## config.mk

```make
export PLATFORM = sky130hd
export DESIGN_NAME = seq_alu_flat
export DESIGN_NICKNAME = d
export VERILOG_FILES = /design/src/rtl/seq_alu_if.sv /design/src/rtl/seq_alu.sv /design/src/flat_wrapper.sv
export SDC_FILE = /design/constraint.sdc
export NUM_CORES = 1
export LEC_CHECK = 0
export CAP_MARGIN = 20
export CORE_MARGIN = 8
export CORE_UTILIZATION = 65
export DETAILED_ROUTE_END_ITERATION = 7
export PLACE_DENSITY = 0.88
export SLEW_MARGIN = 25
export SYNTH_ARGS = -nofsm -noshare
export SYNTH_HDL_FRONTEND = slang
export SYNTH_SLANG_ARGS = --single-unit
```

## constraint.sdc

```tcl
create_clock -name clk -period 7.99 [get_ports clk]
set_input_delay 1.1985 -clock clk [delete_from_list [all_inputs] [get_ports clk]]
set_output_delay 1.1985 -clock clk [all_outputs]
set_load 0.005 [all_outputs]
```

## src/rtl/seq_alu_if.sv

```systemverilog
`default_nettype none
// ============================================================================
//  Module      : seq_alu_if
//  Description : Request/response bundle between the EX-stage control FSM
//                and the sequential ALU (start/busy/done handshake).
//  Revision    : 1.0 - initial release
// ============================================================================
interface seq_alu_if #(
    parameter int WIDTH = 32,
    parameter int SHW   = $clog2(WIDTH)
);
    logic             start;
    logic [5:0]       Funct;
    logic [WIDTH-1:0] Src1;
    logic [WIDTH-1:0] Src2;
    logic [SHW-1:0]   Shamt;
    logic             busy;
    logic             done;
    logic [WIDTH-1:0] result;
    logic [WIDTH-1:0] result_hi;
    logic             err;

    // Requester side (control FSM / testbench)
    modport master (
        output start, Funct, Src1, Src2, Shamt,
        input  busy, done, result, result_hi, err
    );

    // ALU side
    modport slave (
        input  start, Funct, Src1, Src2, Shamt,
        output busy, done, result, result_hi, err
    );
endinterface
`default_nettype wire

```

## src/rtl/seq_alu.sv

```systemverilog
`default_nettype none
// ============================================================================
//  Module      : seq_alu
//  Description : Sequential MIPS-style ALU. Single-cycle addu/subu/and/or/
//                sll/srl, iterative shift-add multu and restoring divu that
//                return a HI/LO pair after WIDTH cycles.
//  Revision    : 1.0 - initial release
// ============================================================================
module seq_alu #(
    parameter int WIDTH = 32,
    parameter int SHW   = $clog2(WIDTH)
) (
    input  wire logic   clk,
    input  wire logic   rst_n,
    seq_alu_if.slave    bus
);

    localparam int CW = $clog2(WIDTH) + 1;

    localparam logic [5:0] c_ADDU  = 6'b001011;
    localparam logic [5:0] c_SUBU  = 6'b001101;
    localparam logic [5:0] c_AND   = 6'b010010;
    localparam logic [5:0] c_OR    = 6'b010011;
    localparam logic [5:0] c_SLL   = 6'b100110;
    localparam logic [5:0] c_SRL   = 6'b100100;
    localparam logic [5:0] c_MULTU = 6'b011001;
    localparam logic [5:0] c_DIVU  = 6'b011011;

    localparam logic [1:0] S_IDLE = 2'd0;
    localparam logic [1:0] S_MUL  = 2'd1;
    localparam logic [1:0] S_DIV  = 2'd2;

    localparam logic [CW-1:0] c_CNT_INIT = CW'(WIDTH);
    localparam logic [CW-1:0] c_CNT_LAST = CW'(1);

    logic [1:0]         r_state, w_state_nxt;
    logic [CW-1:0]      r_cnt, w_cnt_nxt;
    // Shared working register: multu keeps {partial product, multiplier},
    // divu keeps {partial remainder, dividend/quotient}.
    logic [2*WIDTH-1:0] r_acc, w_acc_nxt;
    logic [WIDTH-1:0]   r_opb, w_opb_nxt;
    logic               r_div0, w_div0_nxt;
    logic [WIDTH-1:0]   r_result, w_result_nxt;
    logic [WIDTH-1:0]   r_result_hi, w_result_hi_nxt;
    logic               r_busy, w_busy_nxt;
    logic               r_done, w_done_nxt;
    logic               r_err, w_err_nxt;

    // One shift-add multiply step: add multiplicand into the high half when
    // the current multiplier LSB is set, then shift the whole pair right.
    logic [WIDTH:0]     w_mul_sum;
    logic [2*WIDTH-1:0] w_mul_step;
    assign w_mul_sum  = {1'b0, r_acc[2*WIDTH-1:WIDTH]}
                      + (r_acc[0] ? {1'b0, r_opb} : {(WIDTH+1){1'b0}});
    assign w_mul_step = {w_mul_sum, r_acc[WIDTH-1:1]};

    // One restoring divide step: shift next dividend bit into the remainder,
    // subtract divisor if it fits. The difference always fits in WIDTH bits
    // when the subtraction is taken, so a modular subtract is sufficient.
    logic [WIDTH:0]     w_div_trial;
    logic               w_div_ge;
    logic [WIDTH-1:0]   w_div_rem;
    logic [2*WIDTH-1:0] w_div_step;
    assign w_div_trial = {r_acc[2*WIDTH-1:WIDTH], r_acc[WIDTH-1]};
    assign w_div_ge    = (w_div_trial >= {1'b0, r_opb});
    assign w_div_rem   = w_div_ge ? (w_div_trial[WIDTH-1:0] - r_opb)
                                  : w_div_trial[WIDTH-1:0];
    assign w_div_step  = {w_div_rem, r_acc[WIDTH-2:0], w_div_ge};

    // Next-state and next-output decode
    always_comb begin
        w_state_nxt     = r_state;
        w_cnt_nxt       = r_cnt;
        w_acc_nxt       = r_acc;
        w_opb_nxt       = r_opb;
        w_div0_nxt      = r_div0;
        w_result_nxt    = r_result;
        w_result_hi_nxt = r_result_hi;
        w_busy_nxt      = r_busy;
        w_done_nxt      = 1'b0;
        w_err_nxt       = 1'b0;

        case (r_state)
            S_IDLE: begin
                if (bus.start) begin
                    case (bus.Funct)
                        c_ADDU: begin
                            w_result_nxt = bus.Src1 + bus.Src2;
                            w_done_nxt   = 1'b1;
                        end
                        c_SUBU: begin
                            w_result_nxt = bus.Src1 - bus.Src2;
                            w_done_nxt   = 1'b1;
                        end
                        c_AND: begin
                            w_result_nxt = bus.Src1 & bus.Src2;
                            w_done_nxt   = 1'b1;
                        end
                        c_OR: begin
                            w_result_nxt = bus.Src1 | bus.Src2;
                            w_done_nxt   = 1'b1;
                        end
                        c_SLL: begin
                            w_result_nxt = bus.Src1 << bus.Shamt;
                            w_done_nxt   = 1'b1;
                        end
                        c_SRL: begin
                            w_result_nxt = bus.Src1 >> bus.Shamt;
                            w_done_nxt   = 1'b1;
                        end
                        c_MULTU, c_DIVU: begin
                            w_acc_nxt   = {{WIDTH{1'b0}}, bus.Src1};
                            w_opb_nxt   = bus.Src2;
                            w_div0_nxt  = (bus.Src2 == '0);
                            w_cnt_nxt   = c_CNT_INIT;
                            w_busy_nxt  = 1'b1;
                            w_state_nxt = (bus.Funct == c_MULTU) ? S_MUL : S_DIV;
                        end
                        default: begin
                            w_done_nxt = 1'b1;
                            w_err_nxt  = 1'b1;
                        end
                    endcase
                end
            end
            S_MUL, S_DIV: begin
                w_acc_nxt = (r_state == S_MUL) ? w_mul_step : w_div_step;
                w_cnt_nxt = r_cnt - 1'b1;
                if (r_cnt == c_CNT_LAST) begin
                    w_result_nxt    = w_acc_nxt[WIDTH-1:0];
                    w_result_hi_nxt = w_acc_nxt[2*WIDTH-1:WIDTH];
                    w_err_nxt       = (r_state == S_DIV) && r_div0;
                    w_done_nxt      = 1'b1;
                    w_busy_nxt      = 1'b0;
                    w_state_nxt     = S_IDLE;
                end
            end
            default: begin
                w_state_nxt = S_IDLE;
                w_busy_nxt  = 1'b0;
            end
        endcase
    end

    // State and datapath registers with synchronous active-low clear
    always_ff @(posedge clk) begin
        if (!rst_n) begin
            r_state     <= S_IDLE;
            r_cnt       <= '0;
            r_acc       <= '0;
            r_opb       <= '0;
            r_div0      <= 1'b0;
            r_result    <= '0;
            r_result_hi <= '0;
            r_busy      <= 1'b0;
            r_done      <= 1'b0;
            r_err       <= 1'b0;
        end else begin
            r_state     <= w_state_nxt;
            r_cnt       <= w_cnt_nxt;
            r_acc       <= w_acc_nxt;
            r_opb       <= w_opb_nxt;
            r_div0      <= w_div0_nxt;
            r_result    <= w_result_nxt;
            r_result_hi <= w_result_hi_nxt;
            r_busy      <= w_busy_nxt;
            r_done      <= w_done_nxt;
            r_err       <= w_err_nxt;
        end
    end

    assign bus.busy      = r_busy;
    assign bus.done      = r_done;
    assign bus.err       = r_err;
    assign bus.result    = r_result;
    assign bus.result_hi = r_result_hi;

endmodule
`default_nettype wire

```

## src/flat_wrapper.sv

```systemverilog
// flat-port wrapper written by rule: the top's interface ports become plain ports
module seq_alu_flat 
#(
    parameter int WIDTH = 32,
    parameter int SHW   = $clog2(WIDTH)
)
  (clk, rst_n, bus_start, bus_Funct, bus_Src1, bus_Src2, bus_Shamt, bus_busy, bus_done, bus_result, bus_result_hi, bus_err);
  seq_alu_if #(.WIDTH(WIDTH), .SHW(SHW)) bus_i ();
  input  wire logic clk;
  input  wire logic rst_n;
  input wire logic [$bits(bus_i.start)-1:0] bus_start;
  input wire logic [$bits(bus_i.Funct)-1:0] bus_Funct;
  input wire logic [$bits(bus_i.Src1)-1:0] bus_Src1;
  input wire logic [$bits(bus_i.Src2)-1:0] bus_Src2;
  input wire logic [$bits(bus_i.Shamt)-1:0] bus_Shamt;
  output wire logic [$bits(bus_i.busy)-1:0] bus_busy;
  output wire logic [$bits(bus_i.done)-1:0] bus_done;
  output wire logic [$bits(bus_i.result)-1:0] bus_result;
  output wire logic [$bits(bus_i.result_hi)-1:0] bus_result_hi;
  output wire logic [$bits(bus_i.err)-1:0] bus_err;
  assign bus_i.start = bus_start;
  assign bus_i.Funct = bus_Funct;
  assign bus_i.Src1 = bus_Src1;
  assign bus_i.Src2 = bus_Src2;
  assign bus_i.Shamt = bus_Shamt;
  assign bus_busy = bus_i.busy;
  assign bus_done = bus_i.done;
  assign bus_result = bus_i.result;
  assign bus_result_hi = bus_i.result_hi;
  assign bus_err = bus_i.err;
  seq_alu #(.WIDTH(WIDTH), .SHW(SHW)) u_core (.clk(clk), .rst_n(rst_n), .bus(bus_i));
endmodule
```

==> metrics.cfg <==
[outcome]
status=completed

[grt]
grt_pass1_wl_mm=111.3
grt_antenna_before_repair=1
grt_use_total_pct=42.99
globalRouteOverflowTotal=0
grt_pass1_vias=19360
grt_max_degree=87

[yosys]
synth_cell_types=86
synth_edf_count=0
synth-seq-cells=172
syn_avg_cell_area_um2=7.386
yosys.area.top_type_share_pct=19.54
yosys_warnings=0
synth_nets=2571
synth_ff_type=dfxtp_1
synth.area.top_cells=dfxtp_1, ha_1, nand2_1
synth_top_cell_by_area=dfxtp_1
ys_seq_area_share_pct=19.54
async_flop_share_pct=0
synth_cells=2386
synth_area_um2=17620

[placement]
gp_congestion=1.142
portBuffers=144
hpwlAfterDp_mm=52.90
postPlaceCellArea_um2=19040

[power_and_ir_drop]
ir_worst_vdd_mv=0.1359
seq_power_share_pct=35.2
switchingPower_mw=0.9347
power.share.switching_pct=37.31
p_int_mw=1.571
powerDensity_nw_per_um2=127.8
p_comb_share_pct=30.8
power_frac_clock_pct=34.0
p_leak_nw=7.494

[critical_path]
arrival_ns=6.10
rrSetupSlack_ns=3.57
crit_start=bus_Funct[3]
reg2reg_depth=14
endpoint_kind=register
crit-reg2reg-capture=u_core.r_acc[61]
worst-path-max-fanout=22
crit_chain=clkdlybuf4s50_1, nand2_1, or3_1, or3b_2, mux2i_1, fa_1, a21oi_1, o211ai_1, a31oi_1, o21bai_1, a21oi_1, xnor2_1, a221oi_1, o21ai_0
start_kind=input pin
crit_top_cell=a21oi_1
max_stage_delay_ns=0.91
r2r-start=u_core.r_acc[0]
crit_type=in2reg
slowest_stage=a221oi_1
worst_ep_required_time_ns=8.26

[worst_hold_path]
min_from=u_core.bus.result_hi[12]
hold_end=u_core.bus.result_hi[12]
hold_class=reg2reg
hold-path-cell-count=2

[clock_tree]
path_clk_slew_ns=0.08
cts.sinks=172
cts_setup_buffers=0
ctsResizeCount=0
cts_made_buffers=17
cts_hold_buf=0
htree_levels=4
cts_tree=yes
insertion_delay_ns=0.44
cts_root_buffer=clkbuf_16
clock_path_buffers=2

[timing]
finalClockSkew_ns=0.02690
tns_ns=0
finalCritPeriodShare_pct=72.91
rsz0062_at_grt=false
max_freq_ghz=0.1717
slew_headroom_pct=26.90
min_period_ns=5.825
hold_viol=0
setup_viol=0
slew_violations=0
tightest_slew_ns=1.093

[detailed_routing]
drt-total-wl_mm=73.24
routedWlPerCell_um=26.57
dr.pass1.iters=6
first_iter_violations=3247
num_vias=20200
ant_nets=0
vias_per_cell=7.326
drc=0

[floorplan]
initial_core_util_pct=65.76
num_rows=60
core-area_um2=26800
fp.dieH_um=180.7
dieArea_um2=32640
die_x_um=180.7
io_pins=145

[finish]
design_area_um2=19610
layout-drive-gt1-share_pct=6.628
fillCellCount=2185
syn2layout_area_growth_pct=11.27
nets=2587

[run]
maxCapViolCount=0

## critical path: cells and delay by family
kind,cells,cell delay (ns)
compound gates,7,2.13
simple gates,3,1.34
buf+inv,1,0.62
fa+ha+maj,1,0.46
mux,1,0.24
xor+xnor,1,0.09
## cells in the mapped netlist, drive strengths merged, types with 56 or more instances
| cell | n |
|---|---|
| nand3 | 73 |
| ha | 104 |
| a21oi | 235 |
| o21ai | 191 |
| inv | 65 |
| xor2 | 56 |
| clkbuf | 141 |
| nor2 | 155 |
| xnor2 | 56 |
| mux2i | 103 |
| nand2 | 323 |
| dfxtp | 172 |
## power by group through the flow
stage,Sequential (mW),Clock [mW],Combinational [mW]
after floorplan,0.896,0,0.457
after global placement,0.901,0,0.711
after detailed placement,0.901,0,0.720
after CTS,0.881,0.842,0.727
after global routing,0.883,0.877,0.802
final,0.883,0.852,0.771
## logic make-up after synthesis
kind of cell | share of synthesized area (%)
XOR/XNOR | 5.609
multiplexers | 10.83
AO/OA/AOI/OAI | 29.36
flip-flops | 19.54
AND/OR/NAND/NOR | 19.82
adder cells (fa/ha/maj) | 9.429
buffers and inverters | 5.410
## per-stage QoR
step | setup slack [ns] | power [mW] | utilization [%] | hold WS (ns) | std cells
after floorplan | 3.113 | 1.353 | - | 0.4321 | 2386
after global placement | 2.208 | 1.612 | 71.03 | 0.4407 | 2724
after detailed placement | 2.019 | 1.621 | 71.03 | 0.4441 | 2724
after CTS | 2.450 | 2.450 | 73.12 | 0.4540 | 2755
after global routing | 2.068 | 2.563 | 73.15 | 0.4827 | 2755
final | 2.165 | 2.506 | 73.17 | 0.4543 | 2757
## layout make-up
| type | instances | area, um2 | share of cell area, % |
|---|---|---|---|
| inverter | 68 | 255.2 | 1.302 |
| timing repair buffer | 174 | 1644 | 8.384 |
| antenna | 2 | 5.005 | 0.02552 |
| sequential | 172 | 3445 | 17.57 |
| clock buffer | 18 | 439.2 | 2.240 |
| multi-input combinational | 1969 | 13270 | 67.68 |
| clock inverter | 13 | 122.6 | 0.6253 |
| tap | 341 | 426.7 | 2.176 |
## state kept, by name (all words and copies together) (netlist names)
register              flops
u_core.bus.result        32
u_core.r_state            2
u_core.bus.err            1
u_core.r_acc             64
u_core.bus.busy           1
u_core.r_cnt              6
u_core.r_opb             32
u_core.r_div0             1
u_core.bus.done           1
u_core.bus.result_hi     32
## worst max path at each step
stage	end	slack, ns
after floorplan	u_core.bus.result[28]	3.11
after global placement	u_core.bus.result[17]	2.21
after detailed placement	u_core.bus.result[17]	2.02
after CTS	u_core.bus.result[17]	2.45
after global routing	u_core.bus.result[10]	2.07
final	u_core.bus.result[10]	2.16
## layout by cell type, fill, tap and decap left out, types with 62 or more instances in the layout
master           instances
dfxtp_1                171
nand3_1                 73
nand2_1                321
a21oi_1                235
mux2i_1                103
clkdlybuf4s50_1        139
o21ai_0                190
inv_1                   62
nor2_1                 150
ha_1                   102
## layer usage
metal  wire (um)  global-route usage [%]
met5           0                       0
met4        6026                   30.46
met3        9717                   12.64
met2       31730                   66.80
met1       25770                   50.21
Power figures use the tool's default switching activity.
==> RTL edit: new RTL, same settings <==
`WIDTH` is set to 32 in 3 places; all go to 16.
--- a/src/rtl/seq_alu_if.sv
+++ b/src/rtl/seq_alu_if.sv
@@ -8,3 +8,3 @@
 interface seq_alu_if #(
-    parameter int WIDTH = 32,
+    parameter int WIDTH = 16,
     parameter int SHW   = $clog2(WIDTH)
--- a/src/rtl/seq_alu.sv
+++ b/src/rtl/seq_alu.sv
@@ -9,3 +9,3 @@
 module seq_alu #(
-    parameter int WIDTH = 32,
+    parameter int WIDTH = 16,
     parameter int SHW   = $clog2(WIDTH)
--- a/src/flat_wrapper.sv
+++ b/src/flat_wrapper.sv
@@ -3,3 +3,3 @@
 #(
-    parameter int WIDTH = 32,
+    parameter int WIDTH = 16,
     parameter int SHW   = $clog2(WIDTH)
Interface: changed (5 resized); port bits go from 145 to 80. No check against the original RTL was run, so the function may have changed too.
==> RTL edit against the unedited design <==
Worst hold slack got worse by 1.8 ps. Design area fell by 50%. Largest power group unchanged. Synthesized area fell by 51%. Worst setup slack improved by 170 ps. Routed wire length fell by 60%. Sequential cell count fell by 81. Highest routed layer unchanged. Power fell by 52%.
==> RTL edit: results (changes against the unedited design) <==
Skew-Pair Late Insertion Delay 350 ps (-90 ps); Global Route Usage Sum 32.7% (-10 points); Synth Register Bits 91 (-47%); Reg2Reg Capture Point u_core.r_acc[18]; largest net degree at the start of global routing 66 (-24%); CLK BUF 10 (-8); Largest stage delay, worst path 960 ps (+50 ps); crit path max fanout 20 (-9.1%); share of layout cells above drive strength 1 6.80% (+0.17 points); multi-input gates 905 (-54%); number of detailed-route iterations in the first pass 5 (-1); CP arrival 5950 ps (-150 ps); M2 GR Usage 48.5% (-18 points); Post-Place Setup Slack 2050 ps (+32.5 ps); Non-CTS inverters 43 (-37%); bufs w/o clock 92 (-47%); Worst slew margin 34.1% (+7.2 points); synth cell count leaders nand2_1, a21oi_1, dfxtp_1; Total Wirelength 29300 um (-60%); post-synthesis compound-gate area fraction 27.4% (-1.9 points); run status finished, final reports clean; GR Util met3 5.95% (-6.7 points); # H-tree levels 3 (-1); first-pass GRT wire length 46300 um (-58%); Reg2Reg Setup Slack 4080 ps (+510 ps); vias in the first global route 8424 (-56%); max reg flops 32 (-50%); # port buffers 79 (-45%); sequential cell area share 18.7% (+1.1 points)
[RTL edit: worst min path at each step]
stage                                end  cells after the start                  from  slack, ps
floorplan                  u_core.r_div0                      2         u_core.r_div0        430
detailed placement  u_core.bus.result[4]                      2  u_core.bus.result[4]        450
CTS                 u_core.bus.result[4]                      2  u_core.bus.result[4]        450
global placement    u_core.bus.result[4]                      2  u_core.bus.result[4]        440
global route        u_core.bus.result[4]                      2  u_core.bus.result[4]        470
finish              u_core.bus.result[4]                      2  u_core.bus.result[4]        450
[RTL edit: per-stage QoR]
step	instances	hold slack (ps)	cell area, um^2	total power (uW)	util, %
after global routing	1324	470	9750	1260	74.5
after detailed placement	1307	446	9450	768	72.2
after floorplan	1112	432	8630	665	-
after CTS	1323	452	9750	1200	74.5
after global placement	1307	441	9450	766	72.2
final	1324	453	9750	1210	74.5
[RTL edit: report_power, final]
group          internal, uW  switching [uW]  total [uW]
combinational           130             177         307
clock                   247             197         443
sequential              459            3.70         463
total                   836             377        1210
